**src/rtl/instr_fetch_unit.sv**
```systemverilog
// PC-side fetch engine for the multicycle CPU: owns the program counter, latches
// instructions into the IR and computes the next PC on controller request.
module instr_fetch_unit #(
  parameter logic [31:0] LAST_PC = 32'd35,
  parameter int          CNT_W   = 16
) (
  input  logic             clk,
  input  logic             rst_n,
  input  logic             start,
  output logic [31:0]      imem_pc,
  input  logic [31:0]      imem_instr,
  input  logic             next_pc_en,
  input  logic [1:0]       pc_src,
  input  logic             branch_taken,
  output logic [31:0]      ir,
  output logic             ir_valid,
  output logic [31:0]      pc,
  output logic             halted,
  output logic [CNT_W-1:0] fetch_count
);

  localparam logic [1:0] S_IDLE   = 2'd0;
  localparam logic [1:0] S_FETCH  = 2'd1;
  localparam logic [1:0] S_DECODE = 2'd2;
  localparam logic [1:0] S_HALT   = 2'd3;

  localparam logic [1:0] SRC_BRANCH = 2'b01;
  localparam logic [1:0] SRC_JUMP   = 2'b10;

  localparam logic [CNT_W-1:0] CNT_ONE = {{(CNT_W-1){1'b0}}, 1'b1};
  localparam logic [CNT_W-1:0] CNT_MAX = {CNT_W{1'b1}};

  logic [1:0]       state;
  logic [31:0]      pc_reg;
  logic [31:0]      ir_reg;
  logic [CNT_W-1:0] cnt_reg;

  logic [31:0] offset;
  logic [31:0] target;
  logic        target_past_end;

  // Offset is relative to pc_reg+1; the immediate comes from the latched IR,
  // never from the memory bus, which is only meaningful on the FETCH edge.
  always_comb begin
    // NOTE: every always_comb output gets a default first so no path can
    // leave it unassigned and infer a latch.
    offset = 32'd0;
    unique case (pc_src)
      SRC_BRANCH: if (branch_taken) offset = {{16{ir_reg[15]}}, ir_reg[15:0]};
      SRC_JUMP:   offset = {{6{ir_reg[25]}}, ir_reg[25:0]};
      default:    offset = 32'd0;
    endcase
  end

  assign target          = pc_reg + 32'd1 + offset;
  assign target_past_end = (target > LAST_PC);

  // NOTE: sequential state uses non-blocking assignments so every register
  // samples the pre-edge values regardless of statement order.
  always_ff @(posedge clk or negedge rst_n) begin
    if (!rst_n) begin
      state   <= S_IDLE;
      pc_reg  <= 32'd0;
      ir_reg  <= 32'd0;
      cnt_reg <= '0;
    end else begin
      unique case (state)
        S_IDLE, S_HALT: begin
          if (start) begin
            state   <= S_FETCH;
            pc_reg  <= 32'd0;
            cnt_reg <= '0;
          end
        end
        S_FETCH: begin
          ir_reg <= imem_instr;
          if (cnt_reg != CNT_MAX) cnt_reg <= cnt_reg + CNT_ONE;
          state  <= S_DECODE;
        end
        S_DECODE: begin
          // start is deliberately not looked at here: a PC request wins.
          if (next_pc_en) begin
            pc_reg <= target;
            state  <= target_past_end ? S_HALT : S_FETCH;
          end
        end
        default: state <= S_IDLE;
      endcase
    end
  end

  assign imem_pc     = pc_reg;
  assign pc          = pc_reg;
  assign ir          = ir_reg;
  assign fetch_count = cnt_reg;
  assign ir_valid    = (state == S_DECODE);
  assign halted      = (state == S_HALT);

endmodule
```
**config.mk**
```make
export PLATFORM = sky130hd
export DESIGN_NAME = instr_fetch_unit
export DESIGN_NICKNAME = d
export VERILOG_FILES = /design/src/rtl/instr_fetch_unit.sv
export SDC_FILE = /design/constraint.sdc
export NUM_CORES = 1
export LEC_CHECK = 0
export ABC_AREA = 1
export BUFFER_PORTS_ARGS = -buffer_cell sky130_fd_sc_hd__buf_2
export CAP_MARGIN = 20
export CORE_MARGIN = 1
export CORE_UTILIZATION = 40
export DETAILED_ROUTE_END_ITERATION = 8
export RECOVER_POWER = 25
export SYNTH_ARGS = -nofsm -noshare
export SYNTH_HDL_FRONTEND = slang
export SYNTH_SLANG_ARGS = --single-unit
```
**constraint.sdc**
```tcl
create_clock -name clk -period 6.3 [get_ports clk]
set_clock_uncertainty 0.05 [all_clocks]
set_input_delay 0.63 -clock clk [delete_from_list [all_inputs] [get_ports clk]]
set_output_delay 0.63 -clock clk [all_outputs]
set_load 0.02 [all_outputs]
```
# Word level (Yosys, flattened, before mapping)
# Cells that the tools add are included.
word_totals:
  reg_bits: 82
  input_bits: 39
  output_inout_bits: 114
  wordCells: 36
op_classes:
  add_sub_neg: 3
  order_cmp: 1
  n_eq_ne: 9
  mux: 12
  n_reduce_logical: 7
op_table:
  columns: ["operator", "n"]
  rows:
  - ["$pmux 32 s2", 2]
  - ["$mux 32", 3]
  - ["$add 32x1->32 const B", 1]
  - ["$add 32x32->32", 1]
  - ["$gt 32x6->1 const B", 1]
  - ["$mux 16", 2]
  - ["$pmux 16 s2", 1]
  - ["$add 16x1->16 const B", 1]
  - ["$ne 16x16->1 const B", 1]
  - ["$eq 2x2->1 const B", 3]
  - ["$mux 2", 3]
  - ["$ne 2x2->1 const B", 3]
  - ["$pmux 2 s3", 1]
  - ["$reduce_and 3->1", 2]
  - ["$eq 2x1->1 const B", 2]
  - ["$reduce_bool 2->1", 2]
  - ["$logic_not 2->1", 1]
  - ["$reduce_and 2->1", 1]
  - ["$reduce_or 2->1", 1]

# Longest topological paths before layout
depth:
  word_depth: 7
  ltp_mapped: 28
  ltp_nobuf: 26

# Worst setup path after synthesis
# Ideal clock, no wire load.
synth_timing:
  path_kind: "input-to-reg"
  from: "input pc_src[0]"
  to: "register state[1]"
  setup_ps: 117
  t_arrival_ps: 3336
  required_ps: 6133
  slack_ps: 2798
  stages: 26
  n_path_buf: 2
  path_cell_list: "inv_1 -> ha_1 -> clkbuf_1 -> nor2_1 -> inv_1 -> clkbuf_1 -> nor2_1 -> ha_1 -> nand2_2 -> inv_1 -> a21oi_2 -> nand2_4 -> nand2_2 -> nand2_2 -> nand2_2 -> nand2_1 -> nand2_1 -> nand2_1 -> nor2_1 -> nand3_1 -> nor2_1 -> nand2_1 -> nand2_1 -> nand2_1 -> nand2_1 -> nand2_1"
synth_via:
  elab_chain_cells: 7
  elab_cells_between_ends: 8
  classes_between: "add/sub (1); order compare (1); eq/ne (2); mux (4)"
synth_lines:
  columns: ["element", "line", "text"]
  rows:
  - ["start: declaration", "13", "input logic [1:0] pc_src,"]
  - ["$eq 2x2->1 / $eq 2x1->1 (equally long branches)", "48", "unique case (pc_src)"]
  - ["$pmux 32 s2 *", "48", null]
  - ["$add 32x32->32 *", "55", "assign target = pc_reg + 32'd1 + offset;"]
  - ["$gt 32x6->1 *", "56", "assign target_past_end = (target > LAST_PC);"]
  - ["$mux 2 *", "84", "state <= target_past_end ? S_HALT : S_FETCH;"]
  - ["$mux 2 *", "82", "if (next_pc_en) begin"]
  - ["$pmux 2 s3 *", "67", "unique case (state)"]
  - ["end signal: assignment", "84", null]
  - ["end: declaration", "33", "logic [1:0] state;"]
# Every way passes the cells marked *; elsewhere a longest branch is shown, timed or not. The select of a mux whose other input is x is not followed.
# A chain may end at the register's enable or synchronous reset.

==> impl_metrics.toml <==
[setup_path]
cp-startpoint = "rst_n"
critPathMaxStageDelay_ps = 1810
required_ps = 6210
r2r_setup_slack_ps = 3130
path_depth = 2
cp_data_arrival_time_ps = 4030
reg2reg_depth = 10
crit_top_cell = "clkbuf_1"
crit_chain = "clkbuf_1, clkbuf_1"
crit_type = "primary input to asynchronous set/reset pin"
critPathSlowestCell = "clkbuf_1"
critical-path-top-delay-family = "buffers and inverters"
reg2reg_from = "state[0]"
path_buf_inv = 2
worstPathMaxFanout = 43
crit_path_end_kind = "asynchronous set/reset pin"
worst_setup_path_start_kind = "primary input"

[clock_network]
path_clk_slew_ps = 70
hold_buffers = 0
insertion_delay_ps = 350
clock-sinks = 82
cts_tree = "done"
cts_setup_buffers = 0
cts.path.max_buffers = 2
cts_resized = 0
cts.root.buffer_cell = "clkbuf_16"
cts.htree.levels = 3
numCtsBuffers = 9

[synth]
syn_area_per_cell_um2 = 6.553
synth.most_common_cell = "nand2_1"
synthFlopType = "dfrtp_1"
yosysTopAreaCellShare_pct = 30.67
synth_seq_cells = 82
synthCells = 1021
ys_warn_count = 0
yosys.area.top_type = "dfrtp_1"
synthesis.area_um2 = 6690
syn_nets = 1099
synth_edf_count = 0
synth.distinct_cells = 41
seq_area_frac_synth_pct = 30.67
synthTopCellsByCount = "353 x nand2_1, 148 x inv_1, 82 x dfrtp_1"
yosys-top-cells-area = "dfrtp_1 31%, nand2_1 20%, inv_1 8.3%"
postSynth.asyncResetShare_pct = 100.0

[layout]
antenna_cells = 0
area_growth_pct = 15.15
drive_gt1_share_pct = 19.67
nets = 1212
nFillCells = 1694

[detailed_routing]
drtAntennaViolNets = 0
wire_per_inst_um = 15.21
routed_via_density = 4.913
drtIter0Drc = 373
vias = 6657
dr.pass1.iters = 5
wirelength_um = 20610
drc = 0

[timing]
relSlewSlack_pct = -59.86
setup_slack_ps = 2181
min_period_ps = 4119
tightest_slew_ps = 2398
final_hold_viol_count = 0
max_freq_ghz = 0.2428
setup_violations = 0
rsz0062_at_grt = "false"
final.period_utilization_pct = 65.39
fin_setup_tns_ps = 0
maxSlewViolCount = 85

[power]
power_density_nw_per_um2 = 370.9
leakagePower_nw = 4.491
peakVddDrop_v = 0.0002866

[run_status]
violations = "capacitance limit, slew limit"
status = "finished with violations"

[floorplanning]
die_area_um2 = 17250
die_h_um = 131.3
num_rows = 46
initial_utilization_pct = 41.51
fp.coreArea_um2 = 16120
ios = 153
die_x_um = 131.3

[grt]
grt_pass1_wl_um = 33450
grt_max_degree = 55
gr-total-overflow = 0
grtUsageTotal_pct = 24.76
grt_pass1_vias = 6351
antenna_found_initial = 0

[place]
place_worst_setup_slack_ps = 2080
portBuffers = 152
place.gp.congestion = 0.9341
dp_hpwl_um = 16360

[hold_path]
hp-class = "flop to flop"
holdPathStages = 2
min_from = "ir[28]"

[job]
cap_violations = 2
per-stage QoR:
stage	util [%]	instance area (µm²)	total power [mW]	hold slack [ps]	cells
global placement	46.03	7418	2.333	405.1	1339
CTS	47.85	7711	2.879	213.1	1355
global route	47.80	7704	3.071	422.8	1355
detailed placement	46.03	7418	2.332	408.1	1339
finish	47.80	7704	2.857	420.4	1355
floorplan	-	6690	1.854	284.4	1021
layout make-up:
type	instances	area (µm²)	area share, %
clock buffers	10	239.0	3.102
multi-input cells	732	3732	48.45
inverters	154	578.1	7.504
flip-flops and latches	82	2052	26.64
well taps	216	270.3	3.508
clock inverters	6	53.80	0.6984
repair buffers	155	778.2	10.10
cell usage in the layout (no fill, tap or decap), drive strengths merged:
cell type / instances
clkinvlp: 1
nor3: 11
a21oi: 38
nand3: 47
ha: 38
xor2: 8
buf: 153
nor4: 5
o21bai: 1
o22ai: 2
a21o: 2
dfrtp: 82
o31ai: 6
xnor2: 3
nand4: 18
nand3b: 7
o21ai: 76
and2: 2
nor3b: 1
nor2: 88
nor4b: 1
clkinv: 3
clkbuf: 12
inv: 156
fa: 1
nand2: 377
worst min-delay path: cells and delay by family, from the launching register on:
| kind | cells | cell delay (ps) |
|---|---|---|
| flops | 1 | 340 |
| simple gates | 2 | 90 |
final timing paths:
check,endpoint
setup / recovery,imem_pc[16]
hold / removal,ir[28]
setup reg to reg,imem_pc[31]
hold reg to reg,ir[28]
max in group clk,state[1]
min in group asynchronous,fetch_count[3]
metal layers:
layer	track usage [%]	vias up	routed length, µm
met5	0	-	0
met3	4.090	20	1086
li1	-	3401	-
met1	33.63	3064	9729
met4	5.814	0	289
met2	40.99	172	9500
cells by family after synthesis:
family                     share of synthesized area (%)
xor gates and xnor gates                           1.440
DFF                                                30.67
AOI/OAI and AO/OA                                  10.23
adders and majority gates                          7.406
and+or+nand+nor                                    36.64
buffers and inverters                              13.62
report_power, final:
group | total (mW) | internal, mW | switching, mW
sequential | 0.822 | 0.688 | 0.135
combinational | 1.50 | 0.423 | 1.08
clock | 0.536 | 0.286 | 0.250
total | 2.86 | 1.40 | 1.46
Note: power is estimated with default switching activity, not from simulation.
